`src/rtl/ped_req_pkg.sv`:
```
// Shared types and constants for the pedestrian request front end.
// Optional watchdog is enabled in the top with PED_REQ_TIMEOUT_EN.
package ped_req_pkg;

  typedef enum logic [1:0] {
    IDLE     = 2'd0,
    PENDING  = 2'd1,
    COOLDOWN = 2'd2
  } ped_req_state_t;

  localparam logic [7:0] PRESS_CNT_MAX = 8'd255;

  // 100 MHz defaults: 10 ms debounce, 3 s cooldown, 20 s pending watchdog
  localparam int unsigned DEBOUNCE_CYCLES_DEF = 1_000_000;
  localparam int unsigned COOLDOWN_CYCLES_DEF = 300_000_000;
  localparam int unsigned TIMEOUT_CYCLES_DEF  = 2_000_000_000;
  localparam int unsigned CNT_W_DEF           = 32;

  function automatic logic [7:0] sat_inc8(input logic [7:0] v);
    return (v == PRESS_CNT_MAX) ? v : v + 8'd1;
  endfunction

endpackage

```
`src/rtl/button_debounce.sv`:
```
// Two-flop synchroniser plus stable-level debounce; emits a one-cycle
// pulse on each accepted rising edge of the button.
module button_debounce
  import ped_req_pkg::*;
#(
  parameter int unsigned DEBOUNCE_CYCLES = DEBOUNCE_CYCLES_DEF,
  parameter int unsigned CNT_W           = CNT_W_DEF
) (
  input  logic clk_100MHz,
  input  logic reset,
  input  logic button_raw,
  output logic press
);

  // Counter saturates at the last differing edge, so it only needs to reach D-1.
  localparam logic [CNT_W-1:0] DB_LAST =
    CNT_W'((DEBOUNCE_CYCLES < 1) ? 0 : DEBOUNCE_CYCLES - 1);

  logic             sync1_q, sync1_d;
  logic             sync2_q, sync2_d;
  logic             db_q, db_d;
  logic             db_dly_q, db_dly_d;
  logic [CNT_W-1:0] cnt_q, cnt_d;

  always_comb begin
    sync1_d  = button_raw;
    sync2_d  = sync1_q;
    db_d     = db_q;
    db_dly_d = db_q;
    cnt_d    = '0;
    if (sync2_q != db_q) begin
      if (cnt_q == DB_LAST) begin
        db_d = sync2_q;
      end else begin
        cnt_d = cnt_q + CNT_W'(1);
      end
    end
  end

  always_ff @(posedge clk_100MHz) begin
    if (reset) begin
      sync1_q  <= 1'b0;
      sync2_q  <= 1'b0;
      db_q     <= 1'b0;
      db_dly_q <= 1'b0;
      cnt_q    <= '0;
    end else begin
      sync1_q  <= sync1_d;
      sync2_q  <= sync2_d;
      db_q     <= db_d;
      db_dly_q <= db_dly_d;
      cnt_q    <= cnt_d;
    end
  end

  assign press = db_q & ~db_dly_q;

endmodule

```
`src/rtl/ped_request_gen.sv`:
```
// Pedestrian push-button front end: debounced press -> held request until ack,
// then a cooldown. Define PED_REQ_TIMEOUT_EN to add the pending watchdog.
module ped_request_gen
  import ped_req_pkg::*;
#(
  parameter int unsigned DEBOUNCE_CYCLES = DEBOUNCE_CYCLES_DEF,
  parameter int unsigned COOLDOWN_CYCLES = COOLDOWN_CYCLES_DEF,
  parameter int unsigned TIMEOUT_CYCLES  = TIMEOUT_CYCLES_DEF,
  parameter int unsigned CNT_W           = CNT_W_DEF
) (
  input  logic       clk_100MHz,
  input  logic       reset,
  input  logic       button_raw,
  input  logic       ack,
  output logic       request,
  output logic       cooldown,
  output logic [7:0] press_count,
  output logic       timeout_err
);

  // Cooldown counts down from C-1 so the flag stays high for exactly C cycles.
  localparam logic [CNT_W-1:0] CD_LAST =
    CNT_W'((COOLDOWN_CYCLES == 0) ? 0 : COOLDOWN_CYCLES - 1);

  logic           press;
  ped_req_state_t state_q, state_d;
  logic           request_q, request_d;
  logic           cooldown_q, cooldown_d;
  logic [7:0]     press_count_q, press_count_d;
  logic [CNT_W-1:0] cd_cnt_q, cd_cnt_d;

`ifdef PED_REQ_TIMEOUT_EN
  localparam logic [CNT_W-1:0] TO_LAST =
    CNT_W'((TIMEOUT_CYCLES == 0) ? 0 : TIMEOUT_CYCLES - 1);
  logic             timeout_err_q, timeout_err_d;
  logic [CNT_W-1:0] to_cnt_q, to_cnt_d;
`endif

  button_debounce #(
    .DEBOUNCE_CYCLES (DEBOUNCE_CYCLES),
    .CNT_W           (CNT_W)
  ) u_debounce (
    .clk_100MHz (clk_100MHz),
    .reset      (reset),
    .button_raw (button_raw),
    .press      (press)
  );

  always_comb begin
    state_d       = state_q;
    request_d     = request_q;
    cooldown_d    = cooldown_q;
    press_count_d = press_count_q;
    cd_cnt_d      = cd_cnt_q;
`ifdef PED_REQ_TIMEOUT_EN
    timeout_err_d = timeout_err_q;
    to_cnt_d      = '0;
`endif
    case (state_q)
      IDLE: begin
        if (press) begin
          state_d       = PENDING;
          request_d     = 1'b1;
          press_count_d = sat_inc8(press_count_q);
        end
      end
      PENDING: begin
        // ack wins over a coincident watchdog expiry
        if (ack) begin
          state_d    = COOLDOWN;
          request_d  = 1'b0;
          cooldown_d = 1'b1;
          cd_cnt_d   = CD_LAST;
        end
`ifdef PED_REQ_TIMEOUT_EN
        else if (to_cnt_q == TO_LAST) begin
          state_d       = IDLE;
          request_d     = 1'b0;
          timeout_err_d = 1'b1;
        end else begin
          to_cnt_d = to_cnt_q + CNT_W'(1);
        end
`endif
      end
      COOLDOWN: begin
        // a press landing on the exit edge is dropped, not latched
        if (cd_cnt_q == '0) begin
          state_d    = IDLE;
          cooldown_d = 1'b0;
        end else begin
          cd_cnt_d = cd_cnt_q - CNT_W'(1);
        end
      end
      default: begin
        state_d    = IDLE;
        request_d  = 1'b0;
        cooldown_d = 1'b0;
      end
    endcase
  end

  always_ff @(posedge clk_100MHz) begin
    if (reset) begin
      state_q       <= IDLE;
      request_q     <= 1'b0;
      cooldown_q    <= 1'b0;
      press_count_q <= 8'd0;
      cd_cnt_q      <= '0;
    end else begin
      state_q       <= state_d;
      request_q     <= request_d;
      cooldown_q    <= cooldown_d;
      press_count_q <= press_count_d;
      cd_cnt_q      <= cd_cnt_d;
    end
  end

`ifdef PED_REQ_TIMEOUT_EN
  always_ff @(posedge clk_100MHz) begin
    if (reset) begin
      timeout_err_q <= 1'b0;
      to_cnt_q      <= '0;
    end else begin
      timeout_err_q <= timeout_err_d;
      to_cnt_q      <= to_cnt_d;
    end
  end
  assign timeout_err = timeout_err_q;
`else
  assign timeout_err = 1'b0;
`endif

  assign request     = request_q;
  assign cooldown    = cooldown_q;
  assign press_count = press_count_q;

endmodule

```
`config.mk`:
```
export PLATFORM = sky130hd
export DESIGN_NAME = ped_request_gen
export DESIGN_NICKNAME = d
export VERILOG_FILES = /design/src/rtl/ped_req_pkg.sv /design/src/rtl/button_debounce.sv /design/src/rtl/ped_request_gen.sv
export SDC_FILE = /design/constraint.sdc
export NUM_CORES = 1
export LEC_CHECK = 0
export BUFFER_PORTS_ARGS = -buffer_cell sky130_fd_sc_hd__buf_4
export CAP_MARGIN = 10
export CORE_UTILIZATION = 32
export CTS_CLUSTER_SIZE = 10
export DETAILED_ROUTE_END_ITERATION = 8
export GPL_ROUTABILITY_DRIVEN = 0
export SETUP_SLACK_MARGIN = 0.02
export SLEW_MARGIN = 10
export SYNTH_ARGS = -nofsm -noshare
export SYNTH_HDL_FRONTEND = slang
export SYNTH_SLANG_ARGS = --single-unit
```
`constraint.sdc`:
```
create_clock -name clk_100MHz -period 4.45 [get_ports clk_100MHz]
set_clock_uncertainty 0.1 [all_clocks]
set_input_delay 1.1125 -clock clk_100MHz [delete_from_list [all_inputs] [get_ports clk_100MHz]]
set_output_delay 1.1125 -clock clk_100MHz [all_outputs]
set_load 0.02 [all_outputs]
```
Word-level counts from Yosys, hierarchy flattened. Index checks and enable logic that the tools add are counted.

Register bits after elaboration: 80. Input bits: 4. Output and inout port bits: 11. Logic and storage cells: 51.

Add/sub/neg operators: 3. Equality and inequality tests: 9. Mux-type cells: 13. Bitwise gates (word level): 6. Reduce and logical (&&, ||, !) cells: 10.

Operators with widths (number): $mux 32 (2); $pmux 32 s2 (1); $add 32x1->32 const B (1); $eq 32x20->1 const B (1); $logic_not 32->1 (1); $sub 32x1->32 const B (1); $reduce_and 3->1 (5); $add 8x1->8 const B (1); $eq 8x8->1 const B (1); $ne 2x2->1 const B (4); $mux 2 (3); $pmux 1 s3 (2); $pmux 2 s3 (1); $not 1->1 (5); $mux 1 (4); $reduce_or 3->1 (1); $eq 2x1->1 const B (1); $eq 2x2->1 const B (1); $logic_not 2->1 (1); $reduce_and 2->1 (1); $reduce_bool 2->1 (1); $and 1x1->1 (1); $ne 1x1->1 (1).

Depth between registers and ports, before layout. Gate-level depths: netlist of run 1.

Depth in word-level cells: 4. Depth in mapped cells: 9. Mapped depth without buffers: 8.

Hierarchy. A second synthesis of run 1 with hierarchy kept.

Cells, all modules: 454. Area total of the unflattened synthesis: 3933.8 µm².

By module, submodules not included: ped_request_gen (instances 1, cells an instance 267, area an instance 2203.4 µm², sequential area each 880.8 µm²); button_debounce (instances 1, cells an instance 187, area an instance 1730.4 µm², sequential area each 720.7 µm²).

Least setup slack after synthesis of run 1. No wires, ideal clock.

Path kind: flip-flop to flip-flop. Start point: register cd_cnt_q[9]. End point: register cd_cnt_q[19]. Arrival time: 2.617 ns. Setup slack: 1.662 ns. Cell stages (with the launch flop): 8. Buffers on the path: 1. Clock period less this slack: 2.788 ns. Path through: dfxtp_1 -> or4_4 -> or3_1 -> or4_1 -> buf_2 -> a221o_1 -> or4_1 -> a21oi_1.

Longest elaborated chain between the ends: 3. Elaborated cells between the ends (all ways): 6. Those cells by class: add/sub: 1; eq/ne: 1; mux: 2; reduce/logical: 2.

RTL lines: from (decl) (RTL line ped_request_gen.sv:30) `logic [CNT_W-1:0] cd_cnt_q, cd_cnt_d;`; from (signal assigned) (RTL line ped_request_gen.sv:114) `cd_cnt_q <= cd_cnt_d;`; $sub 32x1->32 / $logic_not 32->1 (equally long branches) (RTL line ped_request_gen.sv:91, ped_request_gen.sv:87); $mux 32 / $ne 2x2->1 (equally long branches); $pmux 32 s2 / $reduce_and 3->1 (equally long branches).

Several ways; a longest one is shown, not always the timed one. The select of a mux whose other input is x is not followed. A chain may end at the register's enable or synchronous reset.

Worst setup path in the final report of run 1. Same ends and word-level chain as after synthesis.

==> results by stage, run 1 <==
GRT:
- The wire length of the first global-routing pass is 12400 microns.
- Across every metal layer, demand over resource in global routing totals 13.4%.
- The number of global-route vias before repair is 2742.
- For this run the aggregate overflow at the end of global routing stands at 0.
- The number of antenna violations at the first check in global routing is 0.
- Entering global routing, the biggest net connects 37 pins.

Cells and area:
- The number of inserted filler cells in the final layout is 1130.
- The summed area of non-filler cells in the final layout is 0.00414 sq mm.
- The ratio of cells with drive above 1 in the final layout is 7.48%.
- The synthesis-to-layout area growth is 14.0%.
- After the last flow step, the layout net total stands at 443.
- The number of antenna repair diodes is 0.

CTS:
- In this run, post-CTS repair resized a total of 0 instances.
- The clock sink total is 80.
- Clock-pin slew was measured on the worst setup and hold paths at 0.06 ns.
- At the later pin of the worst-skew pair, clock insertion delay measures 0.33 ns.
- Buffers inserted during clock tree synthesis total 9.
- The H-tree was split into 3 levels.
- The root buffer cell chosen for the clock tree is sky130_fd_sc_hd__clkbuf_16.
- The clock passes through at most 2 buffers.
- The number of setup buffers added after CTS is 0.
- TritonCTS built the clock tree.
- The quantity of hold-fixing buffers added after cts is 0.

Floorplan:
- In this run the standard cell core region covers 0.0109 sq mm.
- The effective utilization at floorplan is 33.2%.
- The number of rows in the core area is 38.
- The vertical extent of the die is 109 microns.
- Measured along the x axis, the die boundary spans 109 microns.
- The total I/O pin count is 15.
- The die covers 0.0118 sq mm.

Logic synthesis:
- Synthesis inferred 80 register bits.
- The largest total area in the synthesized netlist belongs to sky130_fd_sc_hd__dfxtp_1.
- Yosys instantiated no cell more often than sky130_fd_sc_hd__dfxtp_1.
- Of all flip-flops after synthesis, the portion carrying an async set or reset was 0%.
- The average size of a mapped cell is 8.45 sq um.
- The synthesized netlist occupies a cell area of 0.00363 sq mm.
- Summing the sequential cell areas from Yosys gives 44.1% of the chip area.
- The number of warnings printed during yosys synthesis is 0.
- Yosys attributes the largest share of cell area to sky130_fd_sc_hd__dfxtp_1 (44%), sky130_fd_sc_hd__xor2_1 (8.0%), sky130_fd_sc_hd__nor2_1 (7.5%), sky130_fd_sc_hd__xnor2_1 (6.3%), sky130_fd_sc_hd__nand3_1 (3.4%).
- The top cell type by area accounts for 44.1% of the synthesized area.
- The commonest cells after synthesis are sky130_fd_sc_hd__dfxtp_1 (80), sky130_fd_sc_hd__nor2_1 (73), sky130_fd_sc_hd__xor2_1 (33).
- The number of nets in the synthesized netlist is 437.
- The post-synthesis cell count is 430.
- Among all flip-flop cells after synthesis, the most frequent one is sky130_fd_sc_hd__dfxtp_1.
- The count of unique library cells instantiated by Yosys is 37.
- The count of flip-flops with a built-in enable after synthesis is 0.

Timing:
- The shortest clock period the worst path allows after layout is 2.99 ns.
- Setup violations remaining at the end of the flow were counted as 0.
- Setup repair after global routing left no endpoint under its margin.
- The hold violation total from the final report is 0.
- The sum of negative setup slack is 0 ns.
- The setup slack of the critical path after layout is 1.46 ns.
- The slew of the pin with the lowest slew margin is 1.04 ns.
- The number of slew-limit violations in the final report is 0.
- Timing would allow up to 334 MHz.
- The worst pin sits at a relative slew slack of 30.8%.
- In the finished design, the share of the clock period the worst path needs comes to 67.2%.

Worst setup path:
- The worst setup path is captured at a flip-flop.
- The startpoint type of the worst setup path is a flip-flop.
- The arrival time at the worst endpoint is 3.15 ns.
- The maximum fanout along the worst path is 7.
- The critical path class is reg -> reg.
- Data on the critical path is required at its endpoint by 4.61 ns.

Power and ir drop:
- The total net switching power is 0.000284 W.
- The fraction of power spent switching nets is 19.4%.
- Per report_power, the sequential group accounts for 48.9% of the total.
- The largest voltage drop on the vdd net is 229 uV.
- The internal power of the cells totals 0.00118 W.
- The total power is 0.00147 W.
- The share of power burned in combinational logic is 0.9%.
- The portion of total power attributed to the clock network is 50.2%.
- The leakage dissipation is 1.40 nW.
- Dividing total power by cell area gives a power density of 354 mW/mm^2.

Run:
- Across the run, the number of max-cap violations was 0.

Routing:
- The detail route stage leaves a number of antenna-violating nets equal to 0.
- Using the TritonRoute via totals, the vias-per-cell ratio works out to 5.03.
- For this block, the via count after detailed routing is 2923.
- The first-pass iteration count of the detailed router is 4.
- The number of remaining DRC errors is 0.
- After the first detailed-routing iteration, the DRC count stood at 155.
- The overall routed net length is 7080 microns.
- The average wire per standard cell is 12.2 microns.

Placement:
- After detailed placement, the total cell area comes to 0.00384 sq mm.
- The port buffer count is 13.
- Summed over all nets, the half-perimeter wirelength after detailed placement is 4860 microns.
- The worst-case setup slack after placement is 1.45 ns.

Min path:
- The worst hold path belongs to the class reg -> reg.

Run status:
- The run finished with clean final reports.
## power groups by stage
stage / combinational (W) / clock, W / sequential [W]
2_1_floorplan: 0.0000105 / 0 / 0.000734
3_3_place_gp: 0.0000138 / 0 / 0.000734
3_5_place_dp: 0.0000136 / 0 / 0.000734
4_1_cts: 0.0000136 / 0.000755 / 0.000718
5_1_grt: 0.0000148 / 0.000787 / 0.000718
6_report: 0.0000133 / 0.000736 / 0.000718
## layout by cell type (no fill, tap or decap), types with 3 or more instances in the layout
cell type / count
sky130_fd_sc_hd__a211oi_1: 3
sky130_fd_sc_hd__a21o_1: 4
sky130_fd_sc_hd__a21oi_1: 15
sky130_fd_sc_hd__and3_1: 3
sky130_fd_sc_hd__and4_1: 3
sky130_fd_sc_hd__buf_4: 14
sky130_fd_sc_hd__clkbuf_16: 9
sky130_fd_sc_hd__dfxtp_1: 80
sky130_fd_sc_hd__ha_1: 3
sky130_fd_sc_hd__inv_1: 10
sky130_fd_sc_hd__nand2_1: 17
sky130_fd_sc_hd__nand3_1: 25
sky130_fd_sc_hd__nand4_1: 14
sky130_fd_sc_hd__nor2_1: 73
sky130_fd_sc_hd__nor2b_1: 6
sky130_fd_sc_hd__nor3_1: 21
sky130_fd_sc_hd__nor4_1: 15
sky130_fd_sc_hd__nor4b_1: 4
sky130_fd_sc_hd__o211ai_1: 3
sky130_fd_sc_hd__o21ai_0: 16
sky130_fd_sc_hd__or2_2: 3
sky130_fd_sc_hd__or3_1: 9
sky130_fd_sc_hd__or4_1: 10
sky130_fd_sc_hd__xnor2_1: 26
sky130_fd_sc_hd__xor2_1: 33
## state kept, by name, indices dropped and copies added, names as in the netlist, 2 cells and up
name / flops
u_debounce.cnt_q: 32
cd_cnt_q: 32
state_q: 2
press_count: 8
## cell type report
cell class | count | area, sq um | share of cell area, %
Inverter | 10 | 37.5 | 0.906
Tap cell | 140 | 175 | 4.23
Multi-Input combinational cell | 321 | 1920 | 46.4
Timing Repair Buffer | 14 | 105 | 2.54
Clock inverter | 3 | 40.0 | 0.966
Clock buffer | 13 | 260 | 6.28
Sequential cell | 80 | 1600 | 38.7
## critical path, stage by stage (launching register included)
cell and delay, ns:
sky130_fd_sc_hd__dfxtp_1 0.35, sky130_fd_sc_hd__or4_4 0.56, sky130_fd_sc_hd__or3_1 0.35, sky130_fd_sc_hd__or4_1 0.64, sky130_fd_sc_hd__a221o_1 0.37, sky130_fd_sc_hd__or4_1 0.41, sky130_fd_sc_hd__a21oi_1 0.14
## final timing paths
kind / cells after the start / end / start / slack [ns]
setup / recovery: 6 / cd_cnt_q[19] / cd_cnt_q[9] / 1.46
hold / removal: 1 / u_debounce.sync2_q / u_debounce.sync1_q / 0.34
setup reg to reg: 6 / cd_cnt_q[19] / cd_cnt_q[9] / 1.46
hold reg to reg: 1 / u_debounce.sync2_q / u_debounce.sync1_q / 0.34
## metrics by stage
stage | cells | util [%] | hold WS [ns]
floorplan | 430 | - | 0.314
global placement | 565 | 35.1 | 0.321
detailed placement | 565 | 35.1 | 0.326
CTS | 581 | 37.9 | 0.340
global route | 581 | 37.9 | 0.364
finish | 581 | 37.9 | 0.336
## kinds of logic after synthesis
group | Yosys count | share of synthesized area [%]
buffers and inverters | 29 | 3.17
adder cells (fa/ha/maj) | 3 | 1.03
flip-flops | 80 | 44.1
XOR/XNOR | 59 | 14.2
AND/OR/NAND/NOR | 209 | 29.2
AO/OA/AOI/OAI | 47 | 7.61
other | 1 | 0.103
multiplexers | 2 | 0.551
## per-layer routing
metal | vias to the layer above | part of all wire, % | wire length, microns | GRT usage [%]
met4 | 0 | 1.6 | 114 | 6.47
met1 | 1360 | 50 | 3510 | 17.2
met3 | 8 | 3.6 | 253 | 3.13
li1 | 1507 | - | - | -
met5 | - | 0 | 0 | 0
met2 | 48 | 45 | 3210 | 21.0
No activity file was read; power rests on OpenSTA's default activity.
==> run 2, diff against run 1 <==
==> constraint.sdc (replaced) <==
create_clock -name clk_100MHz -period 2.5 [get_ports clk_100MHz]
set_clock_uncertainty 0.1 [all_clocks]
set_input_delay 0.625 -clock clk_100MHz [delete_from_list [all_inputs] [get_ports clk_100MHz]]
set_output_delay 0.625 -clock clk_100MHz [all_outputs]
set_load 0.02 [all_outputs]
==> run 2 against run 1 <==
  * The flow now finishes with violations (setup timing)
  * Worst hold slack better by 0.0064 ns
  * Total power increased by 91%
  * Non-clock buffer count grew 39
  * Final cell count grew 6.7%
  * Register-to-register slack got worse by 1.6 ns
  * Flip-flop and latch count unchanged
  * Clock-buffer cell count is 4 lower
  * Critical endpoint unchanged
  * Largest power group unchanged
==> results by stage, run 2 (synthesis results as in run 1) <==
Run status:
- Outcome: finished with violations (was completed).
- The final reports fail on setup timing.

Routing:
- The overall routed net length came to 8000 microns (was 7080 microns).
- The number of remaining DRC errors was 0 (unchanged).
- The first-pass iteration count of the detailed router was 4 (unchanged).
- The number of DRC markers after the initial detailed-route iteration is 102 (was 155).
- The vias per cell came to 5.03 (about the same).
- The average wire per standard cell came to 12.9 microns (was 12.2 microns).
- The antenna violation net count after detailed routing came to 0 (unchanged).
- The via count is 3120 (was 2923).

CTS:
- The later-pin clock latency in the skew report is 0.34 ns (was 0.33 ns).
- The quantity of hold-fixing buffers added after cts is 0 (unchanged).
- The clock transition at the registers of the reported paths is 0.06 ns (about the same).
- The clock sink total came to 80 (unchanged).
- The count of H-tree levels built during CTS is 3 (unchanged).
- The clock tree buffer depth is 2 (unchanged).
- The number of buffers added by the clock tree synthesis step is 9 (unchanged).
- The CTS root buffer is sky130_fd_sc_hd__clkbuf_16 (unchanged).
- The clock tree from TritonCTS is done (unchanged).

Worst setup path:
- The sort of element at the end of the critical path is a flip-flop (unchanged).
- The endpoint of the most critical register-to-register path was cd_cnt_q[19] (unchanged).
- The critical path class is reg -> reg (unchanged).
- The maximum fanout along the worst path came to 2 (was 7).
- The register-to-register setup slack was -0.10 ns (was 1.46 ns).
- The depth of the most critical reg-to-reg path was 6 (unchanged).
- The startpoint type of the worst setup path is a flip-flop (unchanged).
- The start of the worst register-to-register path is cd_cnt_q[9] (unchanged).
- The required time reported for the critical path endpoint is 2.68 ns (was 4.61 ns).
- The arrival time at the worst endpoint is 2.78 ns (was 3.15 ns).

Placement:
- The placement-stage cell area is 0.00413 sq mm (was 0.00384 sq mm).
- The port buffer count is 13 (unchanged).
- The placed wire-length estimate is 5370 microns (was 4860 microns).

Timing:
- The setup slack of the critical path after layout is -0.105 ns (was 1.46 ns).
- The count of final setup violators is 2 (was 0).
- The hold violation total from the final report is 0 (unchanged).
- The worst slew margin relative to its limit is 58.5% (was 30.8%).
- The slew of the pin with the lowest slew margin is 0.622 ns (was 1.04 ns).
- The highest achievable clock rate is 384 MHz (was 334 MHz).
- The number of slew-limit violations in the final report is 0 (unchanged).
- The part of the cycle the worst path needs is 104% (was 67.2%).
- Setup repair after global routing missed its margin: yes (was no).
- The shortest clock period the worst path allows after layout came to 2.60 ns (was 2.99 ns).

GRT:
- The wire length of the first global-routing pass is 13300 microns (was 12400 microns).
- The maximum number of pins on one net before global-route repair came to 33 (was 37).
- The total congestion overflow after global routing is 0 (unchanged).
- The overall track demand over capacity in global routing is 14.3% (was 13.4%).
- The number of global-route vias before repair is 2940 (was 2742).
- The number of antenna violations at the first check in global routing came to 0 (unchanged).

Cells and area:
- The ratio of cells with drive above 1 in the final layout is 19.0% (was 7.48%).
- The core occupancy in the finished layout was 42.2% (was 37.9%).
- Top library cells by usage in the layout, fill and taps aside: sky130_fd_sc_hd__dfxtp_1 (80), sky130_fd_sc_hd__nor2_1 (73), sky130_fd_sc_hd__buf_4 (50) (was sky130_fd_sc_hd__dfxtp_1 (80), sky130_fd_sc_hd__nor2_1 (73), sky130_fd_sc_hd__xor2_1 (33)).
- The number of antenna repair diodes was 0 (unchanged).
- The commonest non-fill, non-tap cell in the layout is sky130_fd_sc_hd__dfxtp_1 (unchanged).
- The synthesis-to-layout area growth is 27.1% (was 14.0%).
- The summed area of non-filler cells in the final layout came to 0.00462 sq mm (was 0.00414 sq mm).
- The total number of nets in the final design is 482 (was 443).

Floorplan:
- The number of rows in the core area was 38 (unchanged).
- The total I/O pin count came to 15 (unchanged).
- The effective utilization at floorplan was 33.2% (unchanged).
- The width of the chip is 109 microns (unchanged).
- The area of the die was 0.0118 sq mm (unchanged).
- The vertical extent of the die is 109 microns (unchanged).
- The area of the placeable core is 0.0109 sq mm (unchanged).

Min path:
- The startpoint of the tightest hold check path is u_debounce.sync1_q (unchanged).
- The number of cells on the worst hold path is 1 (unchanged).
- The end of the worst hold path is u_debounce.sync2_q (unchanged).
- The type of the tightest min-delay check is reg -> reg (unchanged).

Power and ir drop:
- The largest voltage drop on the vdd net came to 297 uV (was 229 uV).
- The power per standard cell area is 608 mW/mm^2 (was 354 mW/mm^2).
- The leakage dissipation was 1.66 nW (was 1.40 nW).

Run:
- The reported max-cap violation count was 0 (unchanged).
[run 2: cell count changes in the layout (fill, tap and decap cells not counted), sizes merged]
cell,change
clkbuf,-4
buf,+39
bufinv,+2
clkinv,+1
clkinvlp,+1
[run 2: worst max-delay path by stage]
stage / start / endpoint / slack (ns) / cells after the start
after global placement: cd_cnt_q[9] / cd_cnt_q[19] / -0.17 / 6
after detailed placement: cd_cnt_q[9] / cd_cnt_q[19] / -0.18 / 6
after floorplan: cd_cnt_q[9] / cd_cnt_q[19] / -0.29 / 7
after global routing: cd_cnt_q[9] / cd_cnt_q[19] / -0.18 / 6
final: cd_cnt_q[9] / cd_cnt_q[19] / -0.10 / 6
after CTS: cd_cnt_q[9] / cd_cnt_q[19] / -0.08 / 6
[run 2: through the flow]
step,hold WS (ns),setup WS (ns),instances,power (W),TNS (ns)
2_1_floorplan,0.314,-0.288,430,0.00132,-0.412
3_3_place_gp,0.328,-0.171,600,0.00134,-0.665
3_5_place_dp,0.331,-0.179,600,0.00134,-1.05
4_1_cts,0.346,-0.0808,619,0.00284,-0.0968
5_1_grt,0.357,-0.176,620,0.00289,-0.801
6_report,0.342,-0.105,620,0.00281,-0.119
[run 2: routing by layer]
| layer | up-vias | track usage [%] | share of wire [%] |
|---|---|---|---|
| met1 | 1469 | 18.7 | 50 |
| li1 | 1595 | - | - |
| met3 | 11 | 3.32 | 2.7 |
| met5 | - | 0 | 0 |
| met2 | 45 | 22.2 | 46 |
| met4 | 0 | 6.85 | 1.4 |
[run 2: worst max-delay path: stages (launching register included)]
cell and delay [ns]:
sky130_fd_sc_hd__dfxtp_1 0.31, sky130_fd_sc_hd__or4_4 0.53, sky130_fd_sc_hd__or3_4 0.34, sky130_fd_sc_hd__or4_4 0.43
sky130_fd_sc_hd__a221o_1 0.30, sky130_fd_sc_hd__or4_4 0.42, sky130_fd_sc_hd__a21oi_2 0.12
[run 2: cell type report]
type / instances / area (sq um)
Sequential cell: 80 / 1600
Inverter: 10 / 37.5
Fill cell: 1088 / 6320
Timing Repair Buffer: 53 / 427
Tap cell: 140 / 175
Clock buffer: 9 / 225
Multi-Input combinational cell: 321 / 2030
Clock inverter: 7 / 120
[run 2: power breakdown]
| group | leakage (nW) | internal (W) | total (W) | switching, W |
|---|---|---|---|---|
| clock | 0.166 | 0.000976 | 0.00150 | 0.000524 |
| combinational | 0.855 | 0.00000792 | 0.0000296 | 0.0000216 |
| sequential | 0.644 | 0.00128 | 0.00128 | 0.00000116 |
| total | 1.66 | 0.00226 | 0.00281 | 0.000547 |
[run 2: timing repair]
item	4_1_cts	5_1_grt
pin swaps	6	3
setup buffers	3	1
gates resized for setup	10	17
setup endpoints to repair	25	31
